===== config.mk =====
export PLATFORM = sky130hd
export DESIGN_NAME = rst_seq_gen
export DESIGN_NICKNAME = d
export VERILOG_FILES = /design/src/rtl/rst_seq_gen_pkg.sv /design/src/rtl/rst_seq_gen_sync_ff.sv /design/src/rtl/rst_seq_gen.sv
export SDC_FILE = /design/constraint.sdc
export NUM_CORES = 1
export LEC_CHECK = 0
export CORE_ASPECT_RATIO = 0.7
export CORE_UTILIZATION = 60
export DETAILED_ROUTE_END_ITERATION = 7
export PLACE_DENSITY = 0.82
export SYNTH_ARGS = -nofsm -noshare
export SYNTH_HDL_FRONTEND = slang
export SYNTH_SLANG_ARGS = --single-unit

===== constraint.sdc =====
create_clock -name clk_25m -period 2.3 [get_ports clk_25m]
set_input_delay 0.575 -clock clk_25m [delete_from_list [all_inputs] [get_ports clk_25m]]
set_output_delay 0.575 -clock clk_25m [all_outputs]
set_load 0.03 [all_outputs]

===== src/rtl/rst_seq_gen_pkg.sv =====
// Shared types and helpers for the multi-channel reset sequencer.
// Optional watchdog is enabled by defining RST_SEQ_WDT_EN.
package rst_seq_gen_pkg;

  typedef enum logic [1:0] {
    S_HOLD,
    S_WAIT_LOCK,
    S_RELEASE,
    S_RUN
  } seq_state_t;

  function automatic int clog2_f(input int v);
    int r;
    r = 0;
    while ((1 << r) < v) r++;
    return (r < 1) ? 1 : r;
  endfunction

  function automatic int max3(input int a, input int b, input int c);
    int m;
    m = (a > b) ? a : b;
    return (m > c) ? m : c;
  endfunction

endpackage


===== src/rtl/rst_seq_gen_sync_ff.sv =====
// Multi-stage single-bit synchroniser with async active-low clear.
// Output is taken straight from the last flop.
module sync_ff #(
  parameter int STG = 2
) (
  input  logic clk,
  input  logic rst_n,
  input  logic d,
  output logic q
);

  logic [STG-1:0] r;

  always_ff @(posedge clk or negedge rst_n) begin
    if (!rst_n) r <= '0;
    else        r <= {r[STG-2:0], d};
  end

  assign q = r[STG-1];

endmodule


===== src/rtl/rst_seq_gen.sv =====
// Multi-channel reset sequencer: async assert, ordered sync release.
// Define RST_SEQ_WDT_EN to add the RUN-state watchdog re-sequence.
module rst_seq_gen
  import rst_seq_gen_pkg::*;
#(
  parameter int N_CH     = 4,
  parameter int HOLD_CYC = 50,
  parameter int STEP_CYC = 25,
  parameter int SYNC_STG = 2,
  parameter int WDT_CYC  = 25000000
) (
  input  logic            clk_25m,
  input  logic            rst_n,
  input  logic            pll_locked,
  input  logic            soft_rst,
  input  logic            wdt_kick,
  output logic [N_CH-1:0] rst_n_out,
  output logic            rst_done,
  output logic            wdt_fired
);

  localparam int CW = clog2_f(
    max3(HOLD_CYC, STEP_CYC * N_CH, WDT_CYC) + 1);
  localparam int IW = clog2_f(N_CH);

  localparam logic [CW-1:0] HOLD_L = CW'(HOLD_CYC);
  localparam logic [CW-1:0] STEP_L = CW'(STEP_CYC - 1);
  localparam logic [IW-1:0] LAST_L = IW'(N_CH - 1);

  logic       rst_sync;
  logic       lock_sync;
  logic       soft_q;
  logic       soft_rise;
  logic       lock_lost;
  logic       wdt_hit;
  logic       trig;
  seq_state_t state;
  logic [CW-1:0] cnt;
  logic [IW-1:0] idx;

  sync_ff #(.STG(SYNC_STG)) u_rst_sync (
    .clk   (clk_25m),
    .rst_n (rst_n),
    .d     (1'b1),
    .q     (rst_sync)
  );

  sync_ff #(.STG(SYNC_STG)) u_lock_sync (
    .clk   (clk_25m),
    .rst_n (rst_n),
    .d     (pll_locked),
    .q     (lock_sync)
  );

  always_ff @(posedge clk_25m or negedge rst_n) begin
    if (!rst_n) soft_q <= 1'b0;
    else        soft_q <= soft_rst;
  end

  assign soft_rise = soft_rst & ~soft_q;
  assign lock_lost = ~lock_sync &
                     (state == S_RELEASE || state == S_RUN);
  assign trig      = soft_rise | lock_lost | wdt_hit;

`ifdef RST_SEQ_WDT_EN
  localparam logic [CW-1:0] WDT_L = CW'(WDT_CYC - 1);

  // A kick on the terminal cycle still wins over the timeout.
  assign wdt_hit = (state == S_RUN) & ~wdt_kick & (cnt == WDT_L);

  always_ff @(posedge clk_25m or negedge rst_n) begin
    if (!rst_n)       wdt_fired <= 1'b0;
    else if (wdt_hit) wdt_fired <= 1'b1;
  end
`else
  logic unused_kick;

  assign unused_kick = wdt_kick;
  assign wdt_hit     = 1'b0;
  assign wdt_fired   = 1'b0;
`endif

  always_ff @(posedge clk_25m or negedge rst_n) begin
    if (!rst_n) begin
      state     <= S_HOLD;
      cnt       <= '0;
      idx       <= '0;
      rst_n_out <= '0;
      rst_done  <= 1'b0;
    end else if (!rst_sync || trig) begin
      state     <= S_HOLD;
      cnt       <= '0;
      idx       <= '0;
      rst_n_out <= '0;
      rst_done  <= 1'b0;
    end else begin
      unique case (state)
        S_HOLD: begin
          if (cnt == HOLD_L) begin
            state <= S_WAIT_LOCK;
            cnt   <= '0;
          end else begin
            cnt <= cnt + 1'b1;
          end
        end
        S_WAIT_LOCK: begin
          if (lock_sync) begin
            state <= S_RELEASE;
            cnt   <= '0;
            idx   <= '0;
          end
        end
        S_RELEASE: begin
          if (cnt == STEP_L) begin
            rst_n_out[idx] <= 1'b1;
            cnt            <= '0;
            if (idx == LAST_L) begin
              state    <= S_RUN;
              rst_done <= 1'b1;
            end else begin
              idx <= idx + 1'b1;
            end
          end else begin
            cnt <= cnt + 1'b1;
          end
        end
        S_RUN: begin
`ifdef RST_SEQ_WDT_EN
          if (wdt_kick) cnt <= '0;
          else          cnt <= cnt + 1'b1;
`endif
        end
        default: state <= S_HOLD;
      endcase
    end
  end

endmodule

==> flow_metrics.tcl <==
set metrics [dict create \
    status "finished clean" \
    skew_ns 0.01329 \
    cts_hold_buf 0 \
    synth_cells 272 \
    fp.dieArea_sq_um 4495 \
    clkTransAtPathRegs_ns 0.08 \
    num_io_pins 11 \
    netlist_area_sq_um 2536 \
    crit_path_max_fanout 6 \
    worstPathCellList "or4_4 -> nor3_4 -> a211oi_2 -> nor2_2 -> buf_4 -> o211ai_1" \
    cap_violations 0 \
    nets 314 \
    drc 0 \
    routabilityCongestion 0.8383 \
    rsz0062_at_grt "yes" \
    synth_ff_type "dfrtp_1" \
    crit_path_end_kind "flip-flop" \
    slew_headroom 0.6377 \
    fin_crit_sh 0.9572 \
    clock.fmax_mhz 454.2 \
    grt_max_degree 40 \
    antenna_left 0 \
    hpwlAfterDp_mm 4.023 \
    grt-ovfl-total 0 \
    firstDrtPassIters 5 \
    worst_path_max_delay_cell "or4_4" \
    synth_edf_count 0 \
    layout_common_cells "dfrtp_1, nand2_1, buf_4, nand3_1, o211ai_1" \
    power_density_nw_per_um2 597.2 \
    r2r_cells 6 \
    holdCritPathClass "input port to async pin" \
    critical_path_class "flip-flop to flip-flop" \
    r2r_end "cnt[9]" \
    seq_area_frac_synth 0.3848 \
    avgSynthCellArea_sq_um 9.324 \
    ir_drop_uv 479.2 \
    slew_viol_final 0 \
    rows 19 \
    initial_core_util 0.6350 \
    leakage_nw 1.150 \
    finalHoldViolations 0 \
    dr.first_iter.drc_count 188 \
    htreeDepth 2 \
    reg2reg_slack_ns 0.1 \
    setup_violations 0 \
    layout_commonest_cell "dfrtp_1" \
    ys_ff_latch 39 \
    viasPerCell 6.370 \
    period_needed_ns 2.202 \
    total_power_mw 1.738 \
    worst_slew_pin_slew_ns 0.5390 \
    cts_tree "done" \
    core-area_sq_um 3994 \
    slowest_delay_ns 0.59 \
    drive_above_1_share 0.2074 \
    antenna_found_initial 0 \
    syn_to_final_growth_pct 14.75 \
    cp-start-kind "flip-flop" \
    die_h_um 56.40 \
    floorplan.die.width_um 79.71 \
    clk_path_buf_depth 2 \
    via_count 2236 \
    pre_cts_ws_ns -0.1269 \
    worst_slack_ns 0.09844 \
    cp.arrival_ns 2.37 \
    wl_mm 5.893 \
    cp.required_ns 2.47 \
    ys_warn_count 0 \
    syn-num-nets 288 \
    io_buffers 8 \
    final.setup.tns_ns 0 \
    antennaDiodeCount 0 \
    timing.rr.start "cnt[22]" \
    cts.sinks 39 \
    grt_pass1_wl_mm 9.956 \
    gr-usage-all-layers 0.2911 \
    synthDistinctLibCells 51 \
    ctsResizeCount 0 \
    clk_latency_ns 0.29 \
    cts_root_buffer "clkbuf_8" \
    cts_setup_buffers 0 \
    grt_pass1_vias 2123 \
    numCtsBuffers 5 \
    holdWs_ns 0.3254 \
    async_flop_share 1.000 \
    routedWlPerCell_um 16.79 \
]
## area by class of cell
type / count / area, sq um
inverters: 12 / 45.04
multi-input cells: 205 / 1438
clock buffers: 7 / 76.32
fillers: 295 / 1084
clock inverters: 1 / 5.005
repair buffers: 35 / 305.3
flip-flops and latches: 39 / 975.9
well taps: 52 / 65.06
## logic make-up after synthesis
logic type	count (synthesis)	share of synthesized area
AND/OR/NAND/NOR	119	0.2694
AO/OA/AOI/OAI	71	0.2284
flip-flops	39	0.3848
buffers and inverters	28	0.05180
adder cells (fa/ha/maj)	11	0.05427
multiplexers	2	0.008387
other	2	0.002961
## state kept, by name, summed over array words and instances, names as in the netlist
register	flops
cnt	25
state	2
soft_q	1
idx	2
rst_done	1
u_lock_sync.r	2
rst_n_out	4
u_rst_sync.r	2
## synthesized netlist by cell type, types with 3 or more instances
cell | instances | share of area
nor4_1 | 5 | 0.012
nor3_1 | 6 | 0.012
a31oi_1 | 3 | 0.0074
inv_1 | 12 | 0.018
o211ai_2 | 4 | 0.020
o21ai_1 | 13 | 0.026
a21oi_1 | 4 | 0.0079
o311ai_1 | 8 | 0.028
nand4_1 | 8 | 0.020
dfrtp_1 | 39 | 0.38
and3_1 | 5 | 0.012
o221ai_2 | 3 | 0.018
o21ai_0 | 8 | 0.016
or4_1 | 3 | 0.0089
nand3_1 | 19 | 0.037
o211ai_1 | 16 | 0.047
buf_2 | 6 | 0.012
clkbuf_1 | 7 | 0.010
nor2_1 | 11 | 0.016
nand2_1 | 37 | 0.055
ha_1 | 11 | 0.054
## how the worst max path moves through the flow
stage,from,to,slack (ns),cells after the start
6_report,cnt[22],cnt[9],0.1,6
5_1_grt,cnt[22],cnt[11],-0.006,6
4_1_cts,state[0],cnt[13],0.09,8
3_5_place_dp,soft_rst,cnt[13],-0.13,7
3_3_place_gp,soft_rst,cnt[13],-0.08,7
2_1_floorplan,state[0],cnt[13],0.15,9
## report_power, final
group	leakage, nW	switching, mW	internal [mW]
clock	0.0422	0.236	0.213
sequential	0.531	0.0339	0.716
combinational	0.577	0.336	0.203
## worst max-delay path: cells and delay by family (launching register included)
family,cells,cell delay [ns]
AOI/OAI and AO/OA,2,0.23
and+or+nand+nor,3,1.24
buffers and inverters,1,0.20
DFF,1,0.43
## per-stage QoR
stage	std cells	instance area, sq um	util
floorplan	272	2536	-
global route	351	2910	0.7287
CTS	351	2887	0.7227
global placement	343	2805	0.7024
detailed placement	343	2805	0.7024
finish	351	2910	0.7287
## metal layers
metal	wire [um]	track usage	vias to the layer above
met5	0	0	-
met4	82	0.09091	0
met3	412	0.07967	9
met2	2613	0.4322	89
met1	2784	0.4118	1069
li1	-	-	1069
(Power assumes the default switching activity.)
